### config.mk
export PLATFORM = sky130hd
export DESIGN_NAME = dmem_arb_flat
export DESIGN_NICKNAME = d
export VERILOG_FILES = /design/src/rtl/dmem_arb_if.sv /design/src/rtl/dmem_arb.sv /design/src/flat_wrapper.sv
export SDC_FILE = /design/constraint.sdc
export NUM_CORES = 1
export LEC_CHECK = 0
export CAP_MARGIN = 20
export CORE_AREA = 2 2 129 131
export DETAILED_ROUTE_END_ITERATION = 12
export DIE_AREA = 0 0 131 133
export DONT_BUFFER_PORTS = 1
export SLEW_MARGIN = 30
export SYNTH_ARGS = -nofsm -noshare
export SYNTH_HDL_FRONTEND = slang
export SYNTH_SLANG_ARGS = --single-unit
### constraint.sdc
create_clock -name clk -period 4.26 [get_ports clk]
set_input_delay 0.852 -clock clk [delete_from_list [all_inputs] [get_ports clk]]
set_output_delay 0.852 -clock clk [all_outputs]
set_load 0.05 [all_outputs]
### src/rtl/dmem_arb_if.sv
// Bus bundle between the MEM stage / EXT loader and the data memory arbiter.
interface dmem_arb_if #(
    parameter int unsigned D_WIDTH = 32
);
    // CPU (MEM stage) port
    logic               cpu_we;
    logic               cpu_re;
    logic [D_WIDTH-1:0] cpu_addr;
    logic [D_WIDTH-1:0] cpu_wdata;
    logic [D_WIDTH-1:0] cpu_rdata;
    logic               cpu_stall;

    // EXT (loader/debug) port
    logic               ext_req;
    logic               ext_we;
    logic [D_WIDTH-1:0] ext_addr;
    logic [D_WIDTH-1:0] ext_wdata;
    logic               ext_gnt;
    logic               ext_rvalid;
    logic [D_WIDTH-1:0] ext_rdata;

    // data_mem side
    logic               mem_we;
    logic               mem_re;
    logic [D_WIDTH-1:0] mem_w_addr;
    logic [D_WIDTH-1:0] mem_r_addr;
    logic [D_WIDTH-1:0] mem_w_data;
    logic [D_WIDTH-1:0] mem_r_data;

    // Arbiter view
    modport slave (
        input  cpu_we, cpu_re, cpu_addr, cpu_wdata,
        input  ext_req, ext_we, ext_addr, ext_wdata,
        input  mem_r_data,
        output cpu_rdata, cpu_stall,
        output ext_gnt, ext_rvalid, ext_rdata,
        output mem_we, mem_re, mem_w_addr, mem_r_addr, mem_w_data
    );

    // Requester / memory view
    modport master (
        output cpu_we, cpu_re, cpu_addr, cpu_wdata,
        output ext_req, ext_we, ext_addr, ext_wdata,
        output mem_r_data,
        input  cpu_rdata, cpu_stall,
        input  ext_gnt, ext_rvalid, ext_rdata,
        input  mem_we, mem_re, mem_w_addr, mem_r_addr, mem_w_data
    );
endinterface

### src/rtl/dmem_arb.sv
// Single-port data memory arbiter: CPU priority with starvation-bounded EXT bursts.
module dmem_arb #(
    parameter int unsigned D_WIDTH  = 32,
    parameter int unsigned MAX_WAIT = 4,
    parameter int unsigned BURST    = 4
) (
    input  logic       clk,
    input  logic       rst,
    dmem_arb_if.slave  bus
);

    localparam int unsigned WAIT_W = $clog2(MAX_WAIT + 1);
    localparam int unsigned BEAT_W = $clog2(BURST + 1);

    typedef enum logic [0:0] {
        CPU_PRI  = 1'b0,
        EXT_HOLD = 1'b1
    } state_t;

    state_t              state, state_nxt;
    logic [WAIT_W-1:0]   wait_cnt, wait_nxt;
    logic [BEAT_W-1:0]   beat_cnt, beat_nxt;
    logic [BEAT_W-1:0]   beat_inc;
    logic                cpu_req;
    logic                cpu_gnt;
    logic                ext_gnt_c;
    logic                cpu_stall_c;
    logic                ext_rvalid;
    logic [D_WIDTH-1:0]  ext_rdata;

    assign cpu_req  = bus.cpu_we | bus.cpu_re;
    assign beat_inc = beat_cnt + BEAT_W'(1);

    // State and counter registers
    always_ff @(posedge clk) begin
        if (rst) begin
            state    <= CPU_PRI;
            wait_cnt <= '0;
            beat_cnt <= '0;
        end else begin
            state    <= state_nxt;
            wait_cnt <= wait_nxt;
            beat_cnt <= beat_nxt;
        end
    end

    // Grant decision, starvation counting and hold entry/exit
    always_comb begin
        state_nxt   = state;
        wait_nxt    = wait_cnt;
        beat_nxt    = beat_cnt;
        cpu_gnt     = 1'b0;
        ext_gnt_c   = 1'b0;
        cpu_stall_c = 1'b0;
        case (state)
            CPU_PRI: begin
                cpu_gnt   = cpu_req;
                ext_gnt_c = bus.ext_req & ~cpu_req;
                if (ext_gnt_c || !bus.ext_req) begin
                    wait_nxt = '0;
                end else if (wait_cnt == WAIT_W'(MAX_WAIT - 1)) begin
                    // EXT has lost enough conflicts: force ownership next cycle
                    state_nxt = EXT_HOLD;
                    wait_nxt  = '0;
                    beat_nxt  = '0;
                end else if (wait_cnt < WAIT_W'(MAX_WAIT)) begin
                    wait_nxt = wait_cnt + WAIT_W'(1);
                end
            end
            EXT_HOLD: begin
                ext_gnt_c   = bus.ext_req;
                cpu_stall_c = cpu_req;
                wait_nxt    = '0;
                if (!bus.ext_req || beat_inc == BEAT_W'(BURST)) begin
                    state_nxt = CPU_PRI;
                    beat_nxt  = '0;
                end else begin
                    beat_nxt = beat_inc;
                end
            end
            default: begin
                state_nxt = CPU_PRI;
                wait_nxt  = '0;
                beat_nxt  = '0;
            end
        endcase
    end

    // Memory command mux: CPU owner, else EXT owner, else idle zeros
    always_comb begin
        bus.mem_we     = 1'b0;
        bus.mem_re     = 1'b0;
        bus.mem_w_addr = '0;
        bus.mem_r_addr = '0;
        bus.mem_w_data = '0;
        if (cpu_gnt) begin
            bus.mem_we     = bus.cpu_we;
            bus.mem_re     = bus.cpu_re;
            bus.mem_w_addr = bus.cpu_addr;
            bus.mem_r_addr = bus.cpu_addr;
            bus.mem_w_data = bus.cpu_wdata;
        end else if (ext_gnt_c) begin
            bus.mem_we     = bus.ext_we;
            bus.mem_re     = ~bus.ext_we;
            bus.mem_w_addr = bus.ext_addr;
            bus.mem_r_addr = bus.ext_addr;
            bus.mem_w_data = bus.ext_wdata;
        end
    end

    // EXT read return, one cycle after the read grant
    always_ff @(posedge clk) begin
        if (rst) begin
            ext_rvalid <= 1'b0;
            ext_rdata  <= '0;
        end else if (ext_gnt_c && !bus.ext_we) begin
            ext_rvalid <= 1'b1;
            ext_rdata  <= bus.mem_r_data;
        end else begin
            ext_rvalid <= 1'b0;
        end
    end

    assign bus.cpu_rdata  = bus.mem_r_data;
    assign bus.cpu_stall  = cpu_stall_c;
    assign bus.ext_gnt    = ext_gnt_c;
    assign bus.ext_rvalid = ext_rvalid;
    assign bus.ext_rdata  = ext_rdata;

endmodule

### src/flat_wrapper.sv
// flat-port wrapper written by rule: the top's interface ports become plain ports
module dmem_arb_flat 
#(
    parameter int unsigned D_WIDTH  = 32,
    parameter int unsigned MAX_WAIT = 4,
    parameter int unsigned BURST    = 4
)
  (clk, rst, bus_cpu_we, bus_cpu_re, bus_cpu_addr, bus_cpu_wdata, bus_ext_req, bus_ext_we, bus_ext_addr, bus_ext_wdata, bus_mem_r_data, bus_cpu_rdata, bus_cpu_stall, bus_ext_gnt, bus_ext_rvalid, bus_ext_rdata, bus_mem_we, bus_mem_re, bus_mem_w_addr, bus_mem_r_addr, bus_mem_w_data);
  dmem_arb_if #(.D_WIDTH(D_WIDTH)) bus_i ();
  input  logic clk;
  input  logic rst;
  input wire logic [$bits(bus_i.cpu_we)-1:0] bus_cpu_we;
  input wire logic [$bits(bus_i.cpu_re)-1:0] bus_cpu_re;
  input wire logic [$bits(bus_i.cpu_addr)-1:0] bus_cpu_addr;
  input wire logic [$bits(bus_i.cpu_wdata)-1:0] bus_cpu_wdata;
  input wire logic [$bits(bus_i.ext_req)-1:0] bus_ext_req;
  input wire logic [$bits(bus_i.ext_we)-1:0] bus_ext_we;
  input wire logic [$bits(bus_i.ext_addr)-1:0] bus_ext_addr;
  input wire logic [$bits(bus_i.ext_wdata)-1:0] bus_ext_wdata;
  input wire logic [$bits(bus_i.mem_r_data)-1:0] bus_mem_r_data;
  output wire logic [$bits(bus_i.cpu_rdata)-1:0] bus_cpu_rdata;
  output wire logic [$bits(bus_i.cpu_stall)-1:0] bus_cpu_stall;
  output wire logic [$bits(bus_i.ext_gnt)-1:0] bus_ext_gnt;
  output wire logic [$bits(bus_i.ext_rvalid)-1:0] bus_ext_rvalid;
  output wire logic [$bits(bus_i.ext_rdata)-1:0] bus_ext_rdata;
  output wire logic [$bits(bus_i.mem_we)-1:0] bus_mem_we;
  output wire logic [$bits(bus_i.mem_re)-1:0] bus_mem_re;
  output wire logic [$bits(bus_i.mem_w_addr)-1:0] bus_mem_w_addr;
  output wire logic [$bits(bus_i.mem_r_addr)-1:0] bus_mem_r_addr;
  output wire logic [$bits(bus_i.mem_w_data)-1:0] bus_mem_w_data;
  assign bus_i.cpu_we = bus_cpu_we;
  assign bus_i.cpu_re = bus_cpu_re;
  assign bus_i.cpu_addr = bus_cpu_addr;
  assign bus_i.cpu_wdata = bus_cpu_wdata;
  assign bus_i.ext_req = bus_ext_req;
  assign bus_i.ext_we = bus_ext_we;
  assign bus_i.ext_addr = bus_ext_addr;
  assign bus_i.ext_wdata = bus_ext_wdata;
  assign bus_i.mem_r_data = bus_mem_r_data;
  assign bus_cpu_rdata = bus_i.cpu_rdata;
  assign bus_cpu_stall = bus_i.cpu_stall;
  assign bus_ext_gnt = bus_i.ext_gnt;
  assign bus_ext_rvalid = bus_i.ext_rvalid;
  assign bus_ext_rdata = bus_i.ext_rdata;
  assign bus_mem_we = bus_i.mem_we;
  assign bus_mem_re = bus_i.mem_re;
  assign bus_mem_w_addr = bus_i.mem_w_addr;
  assign bus_mem_r_addr = bus_i.mem_r_addr;
  assign bus_mem_w_data = bus_i.mem_w_data;
  dmem_arb #(.D_WIDTH(D_WIDTH), .MAX_WAIT(MAX_WAIT), .BURST(BURST)) u_core (.clk(clk), .rst(rst), .bus(bus_i));
endmodule
Word level (Yosys, flattened, before mapping)
Cells that the tools add are included.
W data, S select, Z words.

storage, ports and cells
  register bits = 40
  logic and storage cells = 48

cells by class
  $lt $le $gt $ge = 1
  bitwise operators = 5
  add/sub/neg operators = 2
  equality and inequality tests = 5
  mux-type cells = 24
  reduce and logical (&&, ||, !) cells = 6

operators with widths
  operator               number
  $mux W32               4
  $mux W3                6
  $pmux W3 S2            2
  $mux W1                10
  $add A3 B1 Y3 const B  2
  $ne A4 B1 Y1 const B   1
  $pmux W1 S2            2
  $eq A3 B2 Y1 const B   1
  $eq A3 B3 Y1 const B   1
  $lt A3 B3 Y1 const B   1
  $not A1 Y1             3
  $logic_not A1 Y1       2
  $logic_or A1 B1 Y1     2
  $ne A2 B1 Y1 const B   1
  $ne A2 B2 Y1 const B   1
  $reduce_and A2 Y1      1
  $and A1 B1 Y1          1
  $logic_and A1 B1 Y1    1
  $or A1 B1 Y1           1

Depth between registers and ports, before layout
Gate-level depths: netlist of the first run.

  word-level depth = 6
  depth in mapped cells = 6
  gate-level depth less buffers = 4

Worst setup path after synthesis of the first run
OpenSTA, ideal clock, no wires.

  path kind = in2out
  from = in bus_ext_req
  to = out bus_mem_w_addr[0]
  arrival time = 2.975 ns
  data required time = 3.408 ns
  stages on the path = 5
  setup slack = 0.433 ns
  cell sequence = clkbuf_1 > clkbuf_1 > nand2_1 > o21ai_0 > buf_4

on the way
  longest elaborated chain between the ends = 4

ends and longest elaborated chain
  what                       line                text
  start, declared            flat_wrapper.sv:16  input wire logic [$bits(bus_i.ext_req)-1:0] bus_ext_req;
  $and A1 B1 Y1              dmem_arb.sv:58      ext_gnt_c = bus.ext_req & ~cpu_req;
  $pmux W1 S2 (*)            dmem_arb.sv:55      case (state)
  $mux W32 (*) (2 in a row)  n/a
  end, declared              flat_wrapper.sv:28  output wire logic [$bits(bus_i.mem_w_addr)-1:0] bus_mem_w_addr;

Every way passes the cells marked *; elsewhere a longest branch is shown, timed or not.

Final worst setup path of the first run
  from = in bus_cpu_re
  to = out bus_mem_r_addr[26]

on the way
  longest elaborated chain between the ends = 6
  elaborated cells between the ends (all ways) = 7
  those cells by class = mux (4); bitwise (3)

ends and longest elaborated chain
  what              line                text
  start, declared   flat_wrapper.sv:13  input wire logic [$bits(bus_i.cpu_re)-1:0] bus_cpu_re;
  $or A1 B1 Y1 (*)  dmem_arb.sv:31      assign cpu_req = bus.cpu_we | bus.cpu_re;
  $not A1 Y1        dmem_arb.sv:58
  $and A1 B1 Y1     dmem_arb.sv:58
  $pmux W1 S2       dmem_arb.sv:55
  $mux W32          dmem_arb.sv:102     end else if (ext_gnt_c) begin
  $mux W32 (*)      dmem_arb.sv:96      if (cpu_gnt) begin
  end, declared     flat_wrapper.sv:29  output wire logic [$bits(bus_i.mem_r_addr)-1:0] bus_mem_r_addr;

Marks and branches as above.

==> results.md, run 1 <==
- Status: finished clean
- Max Cap Viol: 0
- Drt pass-1 iters: 5
- Reg-to-reg slack, setup: 2330 ps
- Placement Cell Area: between 3000 and 4000 um2
- Worst hold path depth: 1
- Die X: 131 um
- Avg Inst Size Synth: 7.01 um2
- Row count: 47
- Post-layout instance area: 3630 um2
- Global-route usage over all layers: 11.2%
- Largest net degree at the start of global routing: 78
- Clock transition at the registers of the reported paths: 60 ps
- Initial Util: 20.2%
- GPL Wtd Cong: 0.951
- IO Port Bufs: 0
- Postcts setup bufs: 0
- Synth warn: 0
- Worst-Skew Late Latency: 280 ps
- Seq. cell area: 801 um2
- CTS Buf Count: 5
- Post-detail-place hpwl: 8930 um
- Share of flip-flops with an asynchronous set or reset: 0%
- Skew final: 3.02 ps
- Hold Path Class: reg -> reg
- Synth Area in Simple Gates: between 30% and 40%
- Crit start category: input pin
- Post-synth EDFFs: 0
- Setup violators final: 0
- Arr. time, crit path: 2250 ps
- # fillers: 1798
- Final wirelength: 11100 um
- Pins Over Slew Limit: 0
- Hold_buf cts: 0
- Worst r2r dst: u_core.bus.ext_rdata[26]
- Fin. Hold Viols: 0
- Vias in the first global route: 2609
- Clock root buffer: clkbuf_16
- Total gr overflow: 0
- DRC errors left: 0
- Crit path max fanout: 57
- Reg2Reg Depth: 4
- Htree depth: 2
- Reg2reg start: u_core.state
- First-pass GRT wire length: 14300 um
- Minimum clock period: a little over 3000 ps
- Largest family of logic cells by synthesized area: simple AND/OR/NAND/NOR gates
- Die area: approximately 17000 um2
- Adder-Cell Fraction of Synth Area: 1.15%
- Fin nets: 598
- Post-synth cell types: 29
- Fin worst setup slack: 1160 ps
- Compound-Gate Fraction of Synth Area: 12.4%
- Crit path required time: 3410 ps
- Syn_nets: 635
- Via count: 2844
- Chip height: 133 um
- Tcrit/Tclk final: 72.7%
- TritonCTS clock tree: yes
- CP Class: in -> out
- TNS Setup: 0 ps
- Max Fclk: roughly 320 MHz
- Post-Synthesis Cells: 466
- Mux cell area share after synthesis: 10.1%
- Slew @ Worst Pin: 999 ps
- Placed cells: 641
- Core Footprint: 16200 um2
- Final cell count without fillers: 650
- RSZ-0062 raised after global routing: false
- Vias per cell: around 4.4
- ANT nets after route: 0
- CTS Buffer Depth: 2
- Worst slack at placement: about 810 ps
- Fraction of layout cells with a size suffix above 1: 23.0%
- Clock sink total: 40
- PD cells: 375 nW/um2
- Register area share after synthesis: 24.5%
- Multi-input combinational cell area: 1930 um2
- Core Util, Final: 22.5%
- Worst slew margin: between 30 and 40%
- Initial antenna violation count: 0
- Area delta synth->final: 11.2%
- Synth Area in XOR/XNOR: 0.268%
- Start point of the worst hold path: u_core.beat_cnt[2]
- Post-cts resize count: 0
- Lkg Pwr: 1.45 nW
- I/O pin cnt: 331
- Inserted Diodes: 0
- WHS Endpoint: u_core.beat_cnt[2]
- Worst setup EP type: output port
- Wirelength per Cell: 17.0 um
- VDD IR-drop max: 0.165 mV
- Cell Area, Synth: 3270 um2
- Starting DRT DRC Count: 108
- Primary FF master, synth: dfxtp_1
- FF+latch count, synth: 40
report_power, final:
part	internal (mW)	switching, mW
clock	0.309	0.156
combinational	0.107	0.380
sequential	0.382	0.0293
cells by family after synthesis:
kind of cell,count (synthesis)
simple gates,211
buf+inv,101
compound gates,77
flops,40
mux,33
fa+ha+maj,3
xor+xnor,1
cells in the final DEF (no fill, tap or decap):
cell / netlist / routed
nand2_1: 128 / 128
nand2b_1: 66 / 66
buf_4: 64 / 52
dfxtp_1: 40 / 40
o21ai_2: 0 / 35
mux2i_1: 33 / 33
o21ai_1: 0 / 30
nor2b_1: 5 / 5
clkbuf_16: 0 / 5
nor2_1: 4 / 4
a21oi_1: 4 / 4
inv_1: 3 / 3
nand3b_1: 3 / 3
ha_1: 3 / 3
o21ai_0: 67 / 2
clkbuf_8: 0 / 2
o21ba_4: 0 / 1
nor3b_4: 0 / 1
nand3_1: 1 / 1
nor3_1: 1 / 1
xnor2_1: 1 / 1
o2111ai_1: 1 / 1
o21bai_1: 1 / 1
nand4b_1: 1 / 1
a41oi_1: 1 / 1
a311oi_1: 1 / 1
o211ai_1: 1 / 1
nand4_1: 1 / 1
bufinv_16: 0 / 1
buf_12: 3 / 1
buf_16: 0 / 1
registers in the layout, indices dropped and copies added, names as in the netlist:
signal / cells
u_core.beat_cnt: 3
u_core.state: 1
u_core.bus.ext_rvalid: 1
u_core.wait_cnt: 3
u_core.bus.ext_rdata: 32
layout make-up:
type	count	area share [%]
clock inverter	1	0.826
multi-input combinational	325	53.0
sequential	40	22.0
tap	220	7.57
inverter	3	0.310
timing repair buffer	54	12.0
clock buffer	7	4.20
synthesized netlist by cell type (3+ instances only):
library cell / n / area, um2
a21oi_1: 4 / 20.0
buf_1: 3 / 11.3
buf_12: 3 / 60.1
buf_4: 64 / 480
clkbuf_1: 25 / 93.8
dfxtp_1: 40 / 801
ha_1: 3 / 37.5
inv_1: 3 / 11.3
mux2i_1: 33 / 330
nand2_1: 128 / 480
nand2b_1: 66 / 413
nand3b_1: 3 / 22.5
nor2_1: 4 / 15.0
nor2b_1: 5 / 31.3
o21ai_0: 67 / 335
worst max-delay path by stage:
stage,start,slack [ps],endpoint,cells after the start
after CTS,u_core.state,800,bus_mem_w_addr[13],5
after global placement,bus_cpu_re,840,bus_mem_w_addr[13],5
after detailed placement,bus_cpu_re,810,bus_mem_w_addr[13],5
after global routing,u_core.state,990,bus_mem_r_addr[21],6
final,bus_cpu_re,1160,bus_mem_r_addr[26],6
after floorplan,bus_ext_req,430,bus_mem_w_addr[0],5
per-stage QoR:
step | hold WS (ps) | power, mW
global route | 522 | 1.42
global placement | 482 | 0.906
floorplan | 468 | 0.914
finish | 496 | 1.36
detailed placement | 488 | 0.908
CTS | 501 | 1.39
metal layers:
layer	global-route usage [%]	part of all wire (%)	vias to the layer above
li1	-	-	1371
met1	12.8	41	1247
met2	19.3	46	218
met3	4.85	13	8
met4	2.19	0.90	0
met5	0	0	-
worst max-delay path, cell delays in order:
cell and delay [ps]:
o21ba_4 340, buf_12 270, buf_4 290, nand2_1 90, o21ai_2 70, buf_4 310
Power figures use the tool's default switching activity.
==> run 2: changes to the inputs <==
==> constraint.sdc (replaced) <==
create_clock -name clk -period 2.5 [get_ports clk]
set_input_delay 0.5 -clock clk [delete_from_list [all_inputs] [get_ports clk]]
set_output_delay 0.5 -clock clk [all_outputs]
set_load 0.05 [all_outputs]
==> results.md, run 2 (synthesized netlist as in run 1, its figures left out) <==
- Top flop regs: u_core.bus.ext_rdata (32), u_core.beat_cnt (3), u_core.wait_cnt (3)
- Post-layout instance area: 4380 um2 (+21%)
- Sequential share of power: 27.9% (-2.3 points)
- First-pass GRT wire length: 15000 um (+4.9%)
- Largest net degree at the start of global routing: 76 (-2.6%)
- Reg-to-reg slack, setup: 540 ps (-1790 ps)
- TritonCTS clock tree: yes
- Initial Util: 20.2% (unchanged)
- TNS Setup: 0 ps (unchanged)
- Clock transition at the registers of the reported paths: 70 ps (about the same)
- Htree depth: 2 (unchanged)
- Core Footprint: 16200 um2 (unchanged)
- I/O pin cnt: 331 (unchanged)
- Final wirelength: 11400 um (+2.8%)
- Hold_buf cts: 0 (unchanged)
- WHS Endpoint: u_core.bus.ext_rvalid
- Starting DRT DRC Count: 130 (+20%)
- Crit start category: flip-flop
- GPL Wtd Cong: 0.777 (-18%)
- Slew @ Worst Pin: 567 ps (-432 ps)
- Minimum clock period: roughly 2400 ps
- Die X: 131 um (unchanged)
- CTS Buffer Depth: 2 (unchanged)
- Worst slew margin: 62.2% (+29 points)
- Global-route usage over all layers: 11.7% (+0.52 points)
- # fillers: 1745 (-2.9%)
- Logic pwr share: 41.8% (+6.0 points)
- Clock root buffer: clkbuf_16
- Start point of the worst hold path: rst
- Reg2Reg Depth: 5 (+1)
- Setup violators final: 0 (unchanged)
- IO Port Bufs: 0 (unchanged)
- Tcrit/Tclk final: between 90% and 100%
- Pins Over Slew Limit: 0 (unchanged)
- Vias per cell: 4.33 (-1.1%)
- Initial antenna violation count: 0 (unchanged)
- Chip height: 133 um (unchanged)
- Max Fclk: approximately 420 MHz
- Arr. time, crit path: 1880 ps (-370 ps)
- Post-detail-place hpwl: 9170 um (+2.7%)
- Crit path required time: 2000 ps (-1410 ps)
- Most frequent cells in the layout: nand2_1 (128), nand2b_1 (66), buf_12 (47)
- Crit. Startpoint: u_core.state
- Via count: 2938 (+3.3%)
- Status: finished clean
- Reg2reg start: u_core.state
- Skew final: 6.04 ps (+3.02 ps)
- Placement Cell Area: 4190 um2 (+22%)
- Max Cap Viol: 0 (unchanged)
- CTS Buf Count: 5 (unchanged)
- Max reg flops: 32 (unchanged)
- RSZ-0062 raised after global routing: false
- DRC errors left: 0 (unchanged)
- Clk network pwr share: 30.2% (-3.9 points)
- VDD IR-drop max: 0.323 mV (+95%)
- Hold Path Class: in -> reg
- Die area: 17400 um2 (unchanged)
- Crit path max fanout: 42 (-26%)
- Total gr overflow: 0 (unchanged)
- Fraction of layout cells with a size suffix above 1: 27.2% (+4.2 points)
- Worst hold path depth: 1 (unchanged)
- Worst r2r dst: u_core.bus.ext_rdata[6]
- PD cells: 573 nW/um2 (+53%)
- Core Util, Final: 27.1% (+4.6 points)
- Wirelength per Cell: 16.7 um (-1.6%)
- CP Class: reg -> out
- Switching Share: 41.0% (-0.53 points)
- Vias in the first global route: 2696 (+3.3%)
- Area delta synth->final: 34.1%
- Post-cts resize count: 0 (unchanged)
- Lkg Pwr: 1.76 nW (+22%)
- Fin nets: 627 (+4.8%)
- Row count: 47 (unchanged)
- Worst-Skew Late Latency: 290 ps (about the same)
- Inserted Diodes: 0 (unchanged)
- Sw power: 1.03 mW (+82%)
- Worst setup EP type: output port
- Internal power: 1.48 mW (+86%)
- Fin. Hold Viols: 0 (unchanged)
- Pwr Total: 2.51 mW (+84%)
- Clock sink total: 40 (unchanged)
- Drt pass-1 iters: 4 (-1)
- ANT nets after route: 0 (unchanged)
- Commonest non-fill, non-tap cell in the layout: nand2_1
- Top reg by flops: u_core.bus.ext_rdata
[run 2: worst max-delay path by stage]
stage	to	slack, ps	depth (start not counted)
final	bus_mem_w_data[5]	120	5
after global routing	bus_mem_w_data[2]	30	6
after CTS	bus_mem_w_data[5]	60	6
after detailed placement	bus_mem_w_data[5]	400	6
after global placement	bus_mem_w_data[3]	440	6
after floorplan	bus_mem_w_addr[0]	-190	5
[run 2: power groups by stage]
stage	sequential (mW)	combinational, mW	clock (mW)
CTS	0.700	1.05	0.801
global route	0.701	1.09	0.814
floorplan	0.712	0.883	0
detailed placement	0.714	1.05	0
finish	0.700	1.05	0.759
global placement	0.715	1.05	0
[run 2: metal layers]
metal | GRT usage [%] | up-vias | wire (um)
met5 | 0 | - | 0
met4 | 2.19 | 0 | 201
met3 | 4.04 | 11 | 1100
met2 | 21.0 | 206 | 5470
met1 | 13.3 | 1293 | 4600
li1 | - | 1428 | -
[run 2: cell type report]
| cell class | count | area [um2] | share of cell area (%) |
|---|---|---|---|
| clock inverter | 3 | 42.5 | 0.971 |
| sequential | 40 | 801 | 18.3 |
| inverter | 3 | 11.3 | 0.257 |
| multi-input combinational | 325 | 1920 | 43.7 |
| timing repair buffer | 83 | 1210 | 27.6 |
| clock buffer | 5 | 125 | 2.86 |
| tap | 220 | 275 | 6.28 |
[run 2: per-stage QoR]
step                hold WS (ps)  instances  worst slack (ps)
CTS                          254        676              59.1
global route                 251        679              34.2
finish                       272        679               117
detailed placement           494        668               399
global placement             485        668               445
floorplan                    468        466              -191
[run 2: critical path, stage by stage (launching register included)]
cell	delay, ps
dfxtp_1	520
o21ba_4	250
buf_12	180
buf_4	180
o21ai_1	260
buf_12	180
[run 2: timing repair]
action / CTS / global route
endpoints found under the setup margin: 0 / 8
hold endpoints to repair: 0 / 0
buffers inserted: 0 / 3
==> run 3: changes to the inputs <==
--- a/config.mk
+++ b/config.mk
@@ -6,10 +6,13 @@
 export NUM_CORES = 1
 export LEC_CHECK = 0
 export CAP_MARGIN = 20
-export CORE_AREA = 2 2 129 131
+export CELL_PAD_IN_SITES_DETAIL_PLACEMENT = 1
+export CELL_PAD_IN_SITES_GLOBAL_PLACEMENT = 2
+export CORE_AREA = 2 2 130 132
 export DETAILED_ROUTE_END_ITERATION = 12
-export DIE_AREA = 0 0 131 133
+export DIE_AREA = 0 0 132 134
 export DONT_BUFFER_PORTS = 1
+export PLACE_DENSITY_LB_ADDON = 0.1
 export SLEW_MARGIN = 30
 export SYNTH_ARGS = -nofsm -noshare
 export SYNTH_HDL_FRONTEND = slang
==> constraint.sdc (replaced) <==
create_clock -name clk -period 2.1 [get_ports clk]
set_input_delay 0.42 -clock clk [delete_from_list [all_inputs] [get_ports clk]]
set_output_delay 0.42 -clock clk [all_outputs]
set_load 0.05 [all_outputs]
==> results.md, run 3 (synthesized netlist as in run 1, its figures left out) <==
- Status: finished clean
- Row count: 47 (unchanged)
- Initial Util: 20.1% (-0.15 points)
- Max reg flops: 32 (unchanged)
- GPL Wtd Cong: 0.753 (-3.0%)
- Pins Over Slew Limit: 0 (unchanged)
- Minimum hold slack: 207 ps (-65.2 ps)
- Tcrit/Tclk final: 95.9%
- Clock root buffer: clkbuf_16
- Worst slew margin: 62.5% (+0.36 points)
- Clk network pwr share: 24.6% (-5.6 points)
- Commonest non-fill, non-tap cell in the layout: nand2_1
- Seq. cell area: 802 um2 (+0.16%)
- Fin. Hold Viols: 0 (unchanged)
- TNS Setup: 0 ps (unchanged)
- Worst setup EP type: output port
- Drt pass-1 iters: 4 (unchanged)
- Total gr overflow: 0 (unchanged)
- Sw power: 1.27 mW (+24%)
- Top reg by flops: u_core.bus.ext_rdata
- Most frequent cells in the layout: nand2_1 (128), buf_12 (84), nand2b_1 (65)
- Global-route usage over all layers: 15.2% (+3.6 points)
- Skew final: 5.81 ps (-0.231 ps)
- Top flop regs: u_core.bus.ext_rdata (32), u_core.beat_cnt (3), u_core.wait_cnt (3)
- Minimum clock period: ~2000 ps
- VDD IR-drop max: 0.334 mV (+3.5%)
- Initial antenna violation count: 0 (unchanged)
- PD cells: 588 nW/um2 (+2.8%)
- Arr. time, crit path: 1590 ps (-290 ps)
- First-pass GRT wire length: 20800 um (+39%)
- Placement Cell Area: 5130 um2 (+22%)
- ANT nets after route: 0 (unchanged)
- I/O pin cnt: 331 (unchanged)
- Chip height: 134 um (+0.75%)
- IO Port Bufs: 0 (unchanged)
- Die X: 132 um (+0.76%)
- Max Fclk: 496 MHz
- Lkg Pwr: 2.11 nW (+20%)
- Fraction of layout cells with a size suffix above 1: 35.8% (+8.6 points)
- Crit path max fanout: 30 (-29%)
- Clock sink total: 40 (unchanged)
- DRC errors left: 0 (unchanged)
- Internal power: 1.89 mW (+28%)
- Largest net degree at the start of global routing: 76 (unchanged)
- # fillers: 1857 (+6.4%)
- Wirelength per Cell: 19.9 um (+19%)
- Logic pwr share: 49.1% (+7.3 points)
- Post-detail-place hpwl: 11000 um (+20%)
- TritonCTS clock tree: yes
- CTS Buf Count: 5 (unchanged)
- Worst-Skew Late Latency: 280 ps (about the same)
- Crit start category: flip-flop
- Fin nets: 645 (+2.9%)
- Die area: 17700 um2 (+1.5%)
- Pwr Total: 3.17 mW (+26%)
- Htree depth: 2 (unchanged)
- Post-layout instance area: 5390 um2 (+23%)
- Vias per cell: 4.44 (+2.7%)
- CTS Buffer Depth: 2 (unchanged)
- CP Class: reg -> out
- Max Cap Viol: 0 (unchanged)
- Final wirelength: 13800 um (+22%)
- Via count: 3097 (+5.4%)
- Clock transition at the registers of the reported paths: 60 ps (about the same)
- Slew @ Worst Pin: 561 ps (-5.33 ps)
- RSZ-0062 raised after global routing: true
- Hold Path Class: in -> reg
- Switching Share: 40.2% (-0.75 points)
- Core Footprint: 16300 um2 (+0.73%)
- Vias in the first global route: 3355 (+24%)
- Hold_buf cts: 0 (unchanged)
- Multi-input combinational cell area: 2280 um2 (+19%)
- Area delta synth->final: 64.8%
- Crit path required time: 1680 ps (-320 ps)
- Setup violators final: 0 (unchanged)
- Reg-to-reg slack, setup: 560 ps (+20 ps)
- Starting DRT DRC Count: 97 (-25%)
- Sequential share of power: 26.3% (-1.6 points)
- Inserted Diodes: 0 (unchanged)
-- run 3: cell count changes in the layout (fill, tap and decap cells not counted), sizes merged --
cell | previous run | this run
clkbuf | 5 | 7
buf | 83 | 99
bufinv | 1 | 0
o21ba | 1 | 2
clkinv | 1 | 0
bufbuf | 0 | 1
-- run 3: per-stage QoR --
stage | setup WS [ps] | util, % | instances
finish | 85.1 | 33.1 | 697
global route | -3.73 | 33.1 | 697
CTS | 6.95 | 32.9 | 697
detailed placement | 111 | 31.5 | 685
global placement | 135 | 31.5 | 685
floorplan | -98.7 | - | 466
-- run 3: cell type report --
cell class / count / share of cell area, %
repair buffers: 100 / 34.7
clock inverters: 1 / 0.139
well taps: 220 / 5.11
flip-flops and latches: 40 / 14.9
clock buffers: 7 / 2.65
inverters: 3 / 0.209
multi-input cells: 326 / 42.3
-- run 3: worst max-delay path: stages (launching register included) --
cell and delay [ps]:
dfxtp_2 330, o21ba_4 310, buf_12 250, nand2_1 130, o21ai_4 110, buf_12 170
-- run 3: path summary, 6_finish.rpt --
check,start,endpoint,cells past startpoint
min reg2reg,u_core.beat_cnt[2],u_core.beat_cnt[2],1
max reg2reg,u_core.state,u_core.bus.ext_rdata[8],5
max,u_core.state,bus_mem_w_addr[17],5
min,rst,u_core.state,1
-- run 3: per-layer routing --
layer / global-route usage [%] / vias to the layer above / share of wire, %
li1: - / 1463 / -
met1: 15.5 / 1439 / 35
met2: 29.5 / 184 / 54
met3: 5.33 / 11 / 9.3
met4: 3.99 / 0 / 1.7
met5: 0 / - / 0
-- run 3: power by group through the flow --
stage,registers (mW),clock network (mW),logic (mW)
final,0.834,0.780,1.55
after floorplan,0.847,0,1.14
after detailed placement,0.851,0,1.54
after CTS,0.835,0.828,1.57
after global placement,0.852,0,1.52
after global routing,0.836,0.857,1.61
-- run 3: what timing repair did --
action / in CTS / in global routing
setup buffers: 1 / 0
pin swaps: 0 / 0
cloned: 3 / 0
resized for setup: 2 / 4
endpoints found under the setup margin: 87 / 47
